<file path="src/rtl/sample_stream_player.sv">
// sample_stream_player: paced FIFO-to-PWM playback with gain, saturation and underrun counting; define PLAYER_FADE_EN for a fade-out over the last 256 samples.
module sample_stream_player #(
  parameter int DIV = 1042,
  parameter int LEN_W = 20
) (
  input  logic             clk,
  input  logic             reset,
  input  logic             start,
  input  logic [LEN_W-1:0] length,
  input  logic [3:0]       gain,
  input  logic [15:0]      fifo_dout,
  input  logic             fifo_empty,
  output logic             fifo_rd_en,
  output logic [15:0]      sample_out,
  output logic             busy,
  output logic             done,
  output logic [7:0]       underrun_cnt
);
  localparam int CW = $clog2(DIV);
  typedef enum logic [1:0] {IDLE, PLAY, CAPT, DONE} state_t;
  state_t state, state_n;
  logic [CW-1:0] cnt;
  logic [LEN_W-1:0] remaining;
  logic [3:0] gain_q;
  logic tick;
  logic signed [20:0] p, ps;
  logic signed [15:0] scaled, shaped;
  assign tick = cnt == CW'(DIV - 1);
  assign p = 21'($signed(fifo_dout)) * 21'($signed({1'b0, gain_q}));
  assign ps = p >>> 3;
  assign scaled = ps > 21'sd32767 ? 16'sh7fff : ps < -21'sd32768 ? 16'sh8000 : ps[15:0];
`ifdef PLAYER_FADE_EN
  logic signed [24:0] f;
  assign f = 25'(scaled) * $signed({17'b0, remaining[7:0]});
  assign shaped = remaining < LEN_W'(256) ? 16'(f >>> 8) : scaled;
`else
  assign shaped = scaled;
`endif
  assign busy = state != IDLE;
  always_comb begin
    state_n = state;
    fifo_rd_en = 1'b0;
    case (state)
      IDLE: if (start) state_n = length == '0 ? DONE : PLAY;
      PLAY: if (tick) begin
        if (remaining == '0) state_n = DONE;
        else if (!fifo_empty) begin
          fifo_rd_en = 1'b1;
          state_n = CAPT;
        end
      end
      CAPT: state_n = PLAY;
      DONE: state_n = IDLE;
    endcase
  end
  always_ff @(posedge clk) begin
    if (reset) begin
      state <= IDLE;
      cnt <= '0;
      remaining <= '0;
      gain_q <= '0;
      sample_out <= 16'h8000;
      done <= 1'b0;
      underrun_cnt <= '0;
    end else begin
      state <= state_n;
      done <= state == DONE;
      cnt <= (state == PLAY || state == CAPT) && !tick ? cnt + 1'b1 : '0;
      if (state == IDLE && start) begin
        remaining <= length;
        gain_q <= gain;
        underrun_cnt <= '0;
      end
      // an empty FIFO on a tick still consumes one sample slot
      if (state == PLAY && tick && remaining != '0 && fifo_empty) begin
        remaining <= remaining - 1'b1;
        underrun_cnt <= underrun_cnt + {7'b0, underrun_cnt != 8'hff};
      end
      if (state == CAPT) begin
        sample_out <= shaped ^ 16'h8000;
        remaining <= remaining - 1'b1;
      end
      if (state == DONE) sample_out <= 16'h8000;
    end
  end
endmodule

</file>
<file path="config.mk">
export PLATFORM = sky130hd
export DESIGN_NAME = sample_stream_player
export DESIGN_NICKNAME = d
export VERILOG_FILES = /design/src/rtl/sample_stream_player.sv
export SDC_FILE = /design/constraint.sdc
export NUM_CORES = 1
export LEC_CHECK = 0
export CAP_MARGIN = 10
export CORE_ASPECT_RATIO = 0.6
export CORE_UTILIZATION = 41
export CTS_CLUSTER_DIAMETER = 120
export DETAILED_ROUTE_END_ITERATION = 10
export GPL_TIMING_DRIVEN = 0
export HOLD_SLACK_MARGIN = 0.05
export PLACE_DENSITY = 0.64
export RECOVER_POWER = 50
export SLEW_MARGIN = 40
export SYNTH_ARGS = -nofsm -noshare
export SYNTH_HDL_FRONTEND = slang
export SYNTH_SLANG_ARGS = --single-unit
export TNS_END_PERCENT = 30
</file>
<file path="constraint.sdc">
create_clock -name clk -period 5.2 [get_ports clk]
set_input_delay 1.04 -clock clk [delete_from_list [all_inputs] [get_ports clk]]
set_output_delay 1.04 -clock clk [all_outputs]
set_load 0.05 [all_outputs]
</file>
# == Word-level counts from Yosys, hierarchy flattened ==
# Index checks and enable logic that the tools add are counted.
# classes
addsub,3
multipliers,1
n_div,0
order_cmp,2
eq_ne,8
n_shift,0
mux,17
n_bitwise,2
n_reduce_logical,17
# ops
cell,n
$mux W20,3
$logic_not A20 Y1,2
$mux W16,2
$mul A16 B5 Y21,1
$reduce_bool A20 Y1,1
$sub A20 B1 Y20 const B,1
$gt A18 B16 Y1 const B,1
$lt A18 B16 Y1 const B,1
$mux W8,2
$add A11 B1 Y11 const B,1
$eq A11 B11 Y1 const B,1
$mux W2,5
$add A8 B1 Y8,1
$ne A8 B8 Y1 const B,1
$pmux W2 S4,1
$logic_and A1 B1 Y1,5
$eq A2 B2 Y1 const B,2
$mux W1,4
$ne A2 B2 Y1 const B,2
$reduce_bool A2 Y1,2
$reduce_or A2 Y1,2
$ne A3 B3 Y1 const B,1
$reduce_and A3 Y1,1
$reduce_bool A3 Y1,1
other kinds (5),6
# totals
register_bits,62
latchBits,0
mem_bits_rw,0
mem_bits_ro,0
inputBits,44
out_inout_bits,27
word_cells,57
memories,0

# == Depth between registers and ports, before layout ==
# logic_depth
depth_word,6
ltp_mapped,18
ltp_nobuf,16

# == Worst setup path before layout ==
# No wires, ideal clock.
# synth_path
path_type,input to register
startpoint,in fifo_dout[4]
endpoint,reg sample_out[11]
setup_time_ps,70
arrival_ps,4788
required_time_ps,5130
slack_ps,342
stages,16
n_path_buf,1
path_cell_list,and2_1 > ha_1 > fa_1 > inv_1 > fa_1 > inv_1 > ha_1 > a21o_1 > a221oi_2 > o21a_1 > a21oi_1 > or3_1 > a22oi_1 > nor2_1 > buf_2 > a21oi_1
# synth_between
elab_chain_len,4
elab_cells_between_ends,5
classes_between,mul (1); order compare (2); mux (2)
# synth_lines
item,line_no,source
start: declaration,11,"input logic [15:0] fifo_dout,"
$mul A16 B5 Y21 (*),29,"assign p = 21'($signed(fifo_dout)) * 21'($signed({1'b0, gain_q}));"
$lt A18 B16 Y1,31,assign scaled = ps > 21'sd32767 ? 16'sh7fff : ps < -21'sd32768 ? 16'sh8000 : ps[15:0];
$mux W16,31,
$mux W16 (*),31,
end signal: assignment,80,sample_out <= shaped ^ 16'h8000;
end: declaration,14,"output logic [15:0] sample_out,"
# Mark *: on every way between the ends. The rest lies on a longest branch, timed or not.
# A chain may end at the register's enable or synchronous reset.

# == Worst setup path after layout ==
# layout_path
startpoint,in fifo_dout[0]
endpoint,reg sample_out[13]
# Same word-level chain as after synthesis.

==> metrics.txt <==
# TYPE chip_impl_metric gauge
chip_impl_info{name="status",value="finished with violations"} 1
chip_impl_info{name="violations_in_the_final_reports",value="capacitance limit, slew limit"} 1
chip_impl_metric{name="final_layout_size_suffix_gt1_frac",unit=""} 0.0866
chip_impl_metric{name="netSwitchingFraction",unit=""} 0.452
chip_impl_info{name="cts-root-buf",value="sky130_fd_sc_hd__clkbuf_16"} 1
chip_impl_metric{name="port_buffers",unit=""} 70
chip_impl_info{name="worstSetupPathType",value="in -> reg"} 1
chip_impl_metric{name="initial_standard_cell_utilization_of_the_core",unit=""} 0.425
chip_impl_metric{name="maxSlewHeadroom",unit=""} -0.0650
chip_impl_metric{name="power.clock.fraction",unit=""} 0.216
chip_impl_metric{name="wl",unit="mm"} 15.1
chip_impl_metric{name="design_area",unit="um2"} 6950
chip_impl_info{name="rsz0062_at_grt",value="false"} 1
chip_impl_metric{name="mappedNetlistArea",unit="um2"} 5510
chip_impl_info{name="hold_class",value="reg -> reg"} 1
chip_impl_metric{name="yosys.area.top_type_share",unit=""} 0.225
chip_impl_metric{name="fin_skew",unit="ps"} 6.96
chip_impl_metric{name="cts.htree.levels",unit=""} 3
chip_impl_metric{name="post-dp-hpwl",unit="mm"} 11.9
chip_impl_metric{name="full_die_area",unit="um2"} 13900
chip_impl_metric{name="syn-mean-instance-area",unit="um2"} 8.11
chip_impl_metric{name="ant_nets",unit=""} 0
chip_impl_metric{name="worstPathArrival",unit="ps"} 5310
chip_impl_metric{name="max_cap_violations",unit=""} 1
chip_impl_info{name="synth.most_common_cell",value="sky130_fd_sc_hd__inv_1"} 1
chip_impl_info{name="synthTopCellsByArea",value="sky130_fd_sc_hd__dfxtp_1, sky130_fd_sc_hd__fa_1, sky130_fd_sc_hd__ha_1"} 1
chip_impl_metric{name="async_flop_share",unit=""} 0
chip_impl_metric{name="seqPwrFrac",unit=""} 0.247
chip_impl_metric{name="max_freq",unit="MHz"} 198
chip_impl_metric{name="chipWidth",unit="um"} 152
chip_impl_metric{name="cp.required",unit="ps"} 5450
chip_impl_metric{name="synth_cell_types",unit=""} 65
chip_impl_metric{name="routabilityCongestion",unit=""} 0.890
chip_impl_metric{name="number_of_optimization_iterations_in_the_first_detailed_route_pass",unit=""} 4
chip_impl_metric{name="first_iter_violations",unit=""} 377
chip_impl_info{name="critical_path_launch_point_type",value="input pin"} 1
chip_impl_metric{name="ctsLongestPathBuffers",unit=""} 2
chip_impl_metric{name="gr-total-overflow",unit=""} 0
chip_impl_metric{name="ir_drop",unit="mV"} 0.194
chip_impl_metric{name="number_of_nets_produced_by_synthesis",unit=""} 805
chip_impl_metric{name="fin_nets",unit=""} 894
chip_impl_metric{name="syn_to_final_growth",unit="%"} 26.0
chip_impl_metric{name="cts_inserted_buffers",unit=""} 9
chip_impl_metric{name="synth_seq_area_share",unit=""} 0.225
chip_impl_metric{name="synthesis_warning_total",unit=""} 0
chip_impl_metric{name="grt_pass1_vias",unit=""} 4664
chip_impl_metric{name="viasPerCell",unit=""} 5.50
chip_impl_metric{name="critical_path.max_fanout",unit=""} 10
chip_impl_info{name="worst_setup_path_end_kind",value="flop"} 1
chip_impl_metric{name="clkTransAtPathRegs",unit="ps"} 50
chip_impl_info{name="netlist.top_cell.by_area",value="sky130_fd_sc_hd__dfxtp_1"} 1
chip_impl_metric{name="finalCriticalPeriod",unit="ps"} 5060
chip_impl_metric{name="core.rowCount",unit=""} 32
chip_impl_metric{name="clock_latency",unit="ps"} 330
chip_impl_metric{name="num-fill-cells",unit=""} 1251
chip_impl_metric{name="syn-instance-count",unit=""} 680
chip_impl_metric{name="drc",unit=""} 0
chip_impl_metric{name="clock-sinks",unit=""} 62
chip_impl_metric{name="wire_per_inst",unit="um"} 16.0
chip_impl_metric{name="track_usage",unit=""} 0.220
chip_impl_metric{name="numPlacedInstances",unit=""} 920
chip_impl_metric{name="placedInstanceArea",unit="um2"} 6430
chip_impl_metric{name="cell_internal_pwr",unit="mW"} 1.60
chip_impl_metric{name="p_leak",unit="nW"} 3.14
chip_impl_metric{name="grt_antenna_before_repair",unit=""} 0
chip_impl_metric{name="tightest_slew",unit="ps"} 1590
chip_impl_metric{name="synth-edff-count",unit=""} 0
chip_impl_metric{name="hold_viol",unit=""} 0
chip_impl_metric{name="timing.final.setup_violations",unit=""} 0
chip_impl_metric{name="ant_diodes",unit=""} 0
chip_impl_info{name="cts_tree",value="yes"} 1
chip_impl_metric{name="grt_first_pass_wirelength",unit="mm"} 23.9
chip_impl_metric{name="finalCritPeriodShare",unit=""} 0.974
chip_impl_metric{name="die-height",unit="um"} 91.8
chip_impl_metric{name="holdBufCountCts",unit=""} 0
chip_impl_metric{name="route.vias.total",unit=""} 5192
chip_impl_info{name="synth.cells.most_frequent",value="sky130_fd_sc_hd__inv_1, sky130_fd_sc_hd__a21oi_1, sky130_fd_sc_hd__dfxtp_1"} 1
chip_impl_metric{name="top_level_ports",unit=""} 71
chip_impl_metric{name="core",unit="um2"} 13000
chip_impl_metric{name="pin_count_of_the_biggest_net_entering_global_routing",unit=""} 11
chip_impl_metric{name="p_per_area",unit="nW/um2"} 421
chip_impl_metric{name="p_switching",unit="mW"} 1.32
chip_impl_metric{name="report.final.slew_viol_count",unit=""} 11
chip_impl_metric{name="p_comb_frac",unit=""} 0.537
chip_impl_info{name="ys_dominant_reg_cell",value="sky130_fd_sc_hd__dfxtp_1"} 1
chip_impl_metric{name="layout.cells.non_filler",unit=""} 944
chip_impl_metric{name="synth-seq-cells",unit=""} 62
==> critical path, stage by stage <==
cell	delay [ps]
sky130_fd_sc_hd__clkdlybuf4s50_1	460
sky130_fd_sc_hd__and2_1	190
sky130_fd_sc_hd__ha_1	270
sky130_fd_sc_hd__ha_1	280
sky130_fd_sc_hd__inv_1	50
sky130_fd_sc_hd__fa_1	530
sky130_fd_sc_hd__inv_1	70
sky130_fd_sc_hd__fa_1	450
sky130_fd_sc_hd__a21o_1	250
sky130_fd_sc_hd__a221oi_4	270
sky130_fd_sc_hd__o21a_1	240
sky130_fd_sc_hd__a21oi_1	100
sky130_fd_sc_hd__or3_4	360
sky130_fd_sc_hd__a22oi_2	310
sky130_fd_sc_hd__nor2_2	90
sky130_fd_sc_hd__buf_4	200
sky130_fd_sc_hd__a21oi_1	160
==> worst paths after layout <==
check / slack, ps / end / cells after the start / startpoint
hold / removal: 490 / remaining[5] / 2 / remaining[5]
setup reg to reg: 230 / sample_out[13] / 17 / gain_q[2]
setup / recovery: 140 / sample_out[13] / 17 / fifo_dout[0]
hold reg to reg: 490 / remaining[5] / 2 / remaining[5]
==> sequential cells by signal, indices dropped and copies added (netlist names) <==
signal,count
remaining,20
sample_out,16
cnt,11
underrun_cnt,8
gain_q,4
state,2
done,1
==> what timing repair did <==
item | CTS | global route
resized for setup | 6 | 34
gates cloned | 0 | 1
pin swaps | 4 | 6
endpoints found under the setup margin | 15 | 15
setup buffers | 3 | 5
==> final cells by class <==
type | count | area [um2] | area share
buffer | 20 | 93.8 | 0.0135
clock buffer | 13 | 280 | 0.0403
clock inverter | 3 | 40.0 | 0.00576
inverter | 80 | 300 | 0.0432
multi-input combinational | 517 | 4000 | 0.576
sequential | 62 | 1240 | 0.179
tap | 170 | 213 | 0.0306
timing repair buffer | 79 | 778 | 0.112
==> layout by cell type, fill, tap and decap left out, types with 6 or more instances in the layout <==
cell type / n
sky130_fd_sc_hd__a21oi_1: 65
sky130_fd_sc_hd__xor2_1: 10
sky130_fd_sc_hd__nor4_1: 7
sky130_fd_sc_hd__o21ai_0: 33
sky130_fd_sc_hd__nor2_1: 35
sky130_fd_sc_hd__buf_4: 10
sky130_fd_sc_hd__or3_1: 7
sky130_fd_sc_hd__nand2_1: 59
sky130_fd_sc_hd__a21o_1: 7
sky130_fd_sc_hd__and3_1: 10
sky130_fd_sc_hd__dlygate4sd3_1: 25
sky130_fd_sc_hd__clkbuf_16: 9
sky130_fd_sc_hd__inv_1: 80
sky130_fd_sc_hd__clkbuf_1: 14
sky130_fd_sc_hd__xnor2_1: 10
sky130_fd_sc_hd__a211oi_1: 8
sky130_fd_sc_hd__fa_1: 33
sky130_fd_sc_hd__dfxtp_1: 62
sky130_fd_sc_hd__ha_4: 6
sky130_fd_sc_hd__clkdlybuf4s50_1: 40
sky130_fd_sc_hd__ha_1: 41
sky130_fd_sc_hd__a31oi_1: 6
sky130_fd_sc_hd__and2_1: 48
sky130_fd_sc_hd__nor3_1: 14
sky130_fd_sc_hd__nand3_1: 28
==> metrics by stage <==
| step | setup WS [ps] | util | TNS, ps | hold WS, ps | power (mW) |
|---|---|---|---|---|---|
| after CTS | 31.7 | 0.523 | 0 | 483 | 2.86 |
| after floorplan | 342 | - | 0 | 445 | 1.77 |
| final | 137 | 0.536 | 0 | 487 | 2.92 |
| after global placement | -616 | 0.495 | -7980 | 467 | 2.17 |
| after detailed placement | -680 | 0.495 | -8810 | 475 | 2.20 |
| after global routing | 0.425 | 0.536 | 0 | 518 | 3.12 |
==> cell families after synthesis <==
kind of cell / count (synthesis) / share of synthesized area
simple gates: 253 / 0.258
compound gates: 160 / 0.180
flops: 62 / 0.225
xor+xnor: 21 / 0.0334
mux: 2 / 0.00386
fa+ha+maj: 81 / 0.229
buf+inv: 101 / 0.0710
==> metal layers <==
layer  up-vias  part of all wire  global-route usage
li1       2537                 -                   -
met1      2471              0.51               0.348
met2       171              0.40               0.295
met3        13             0.079              0.0488
met4         0            0.0079              0.0462
met5         -                 0                   0
==> power groups by stage <==
stage                     logic [mW]  clock network [mW]  registers [mW]
final                           1.57               0.631           0.723
after global routing            1.72               0.662           0.739
after CTS                       1.50               0.642           0.722
after detailed placement        1.47                   0           0.730
after global placement          1.44                   0           0.724
after floorplan                0.939                   0           0.836
Power figures use the tool's default switching activity.
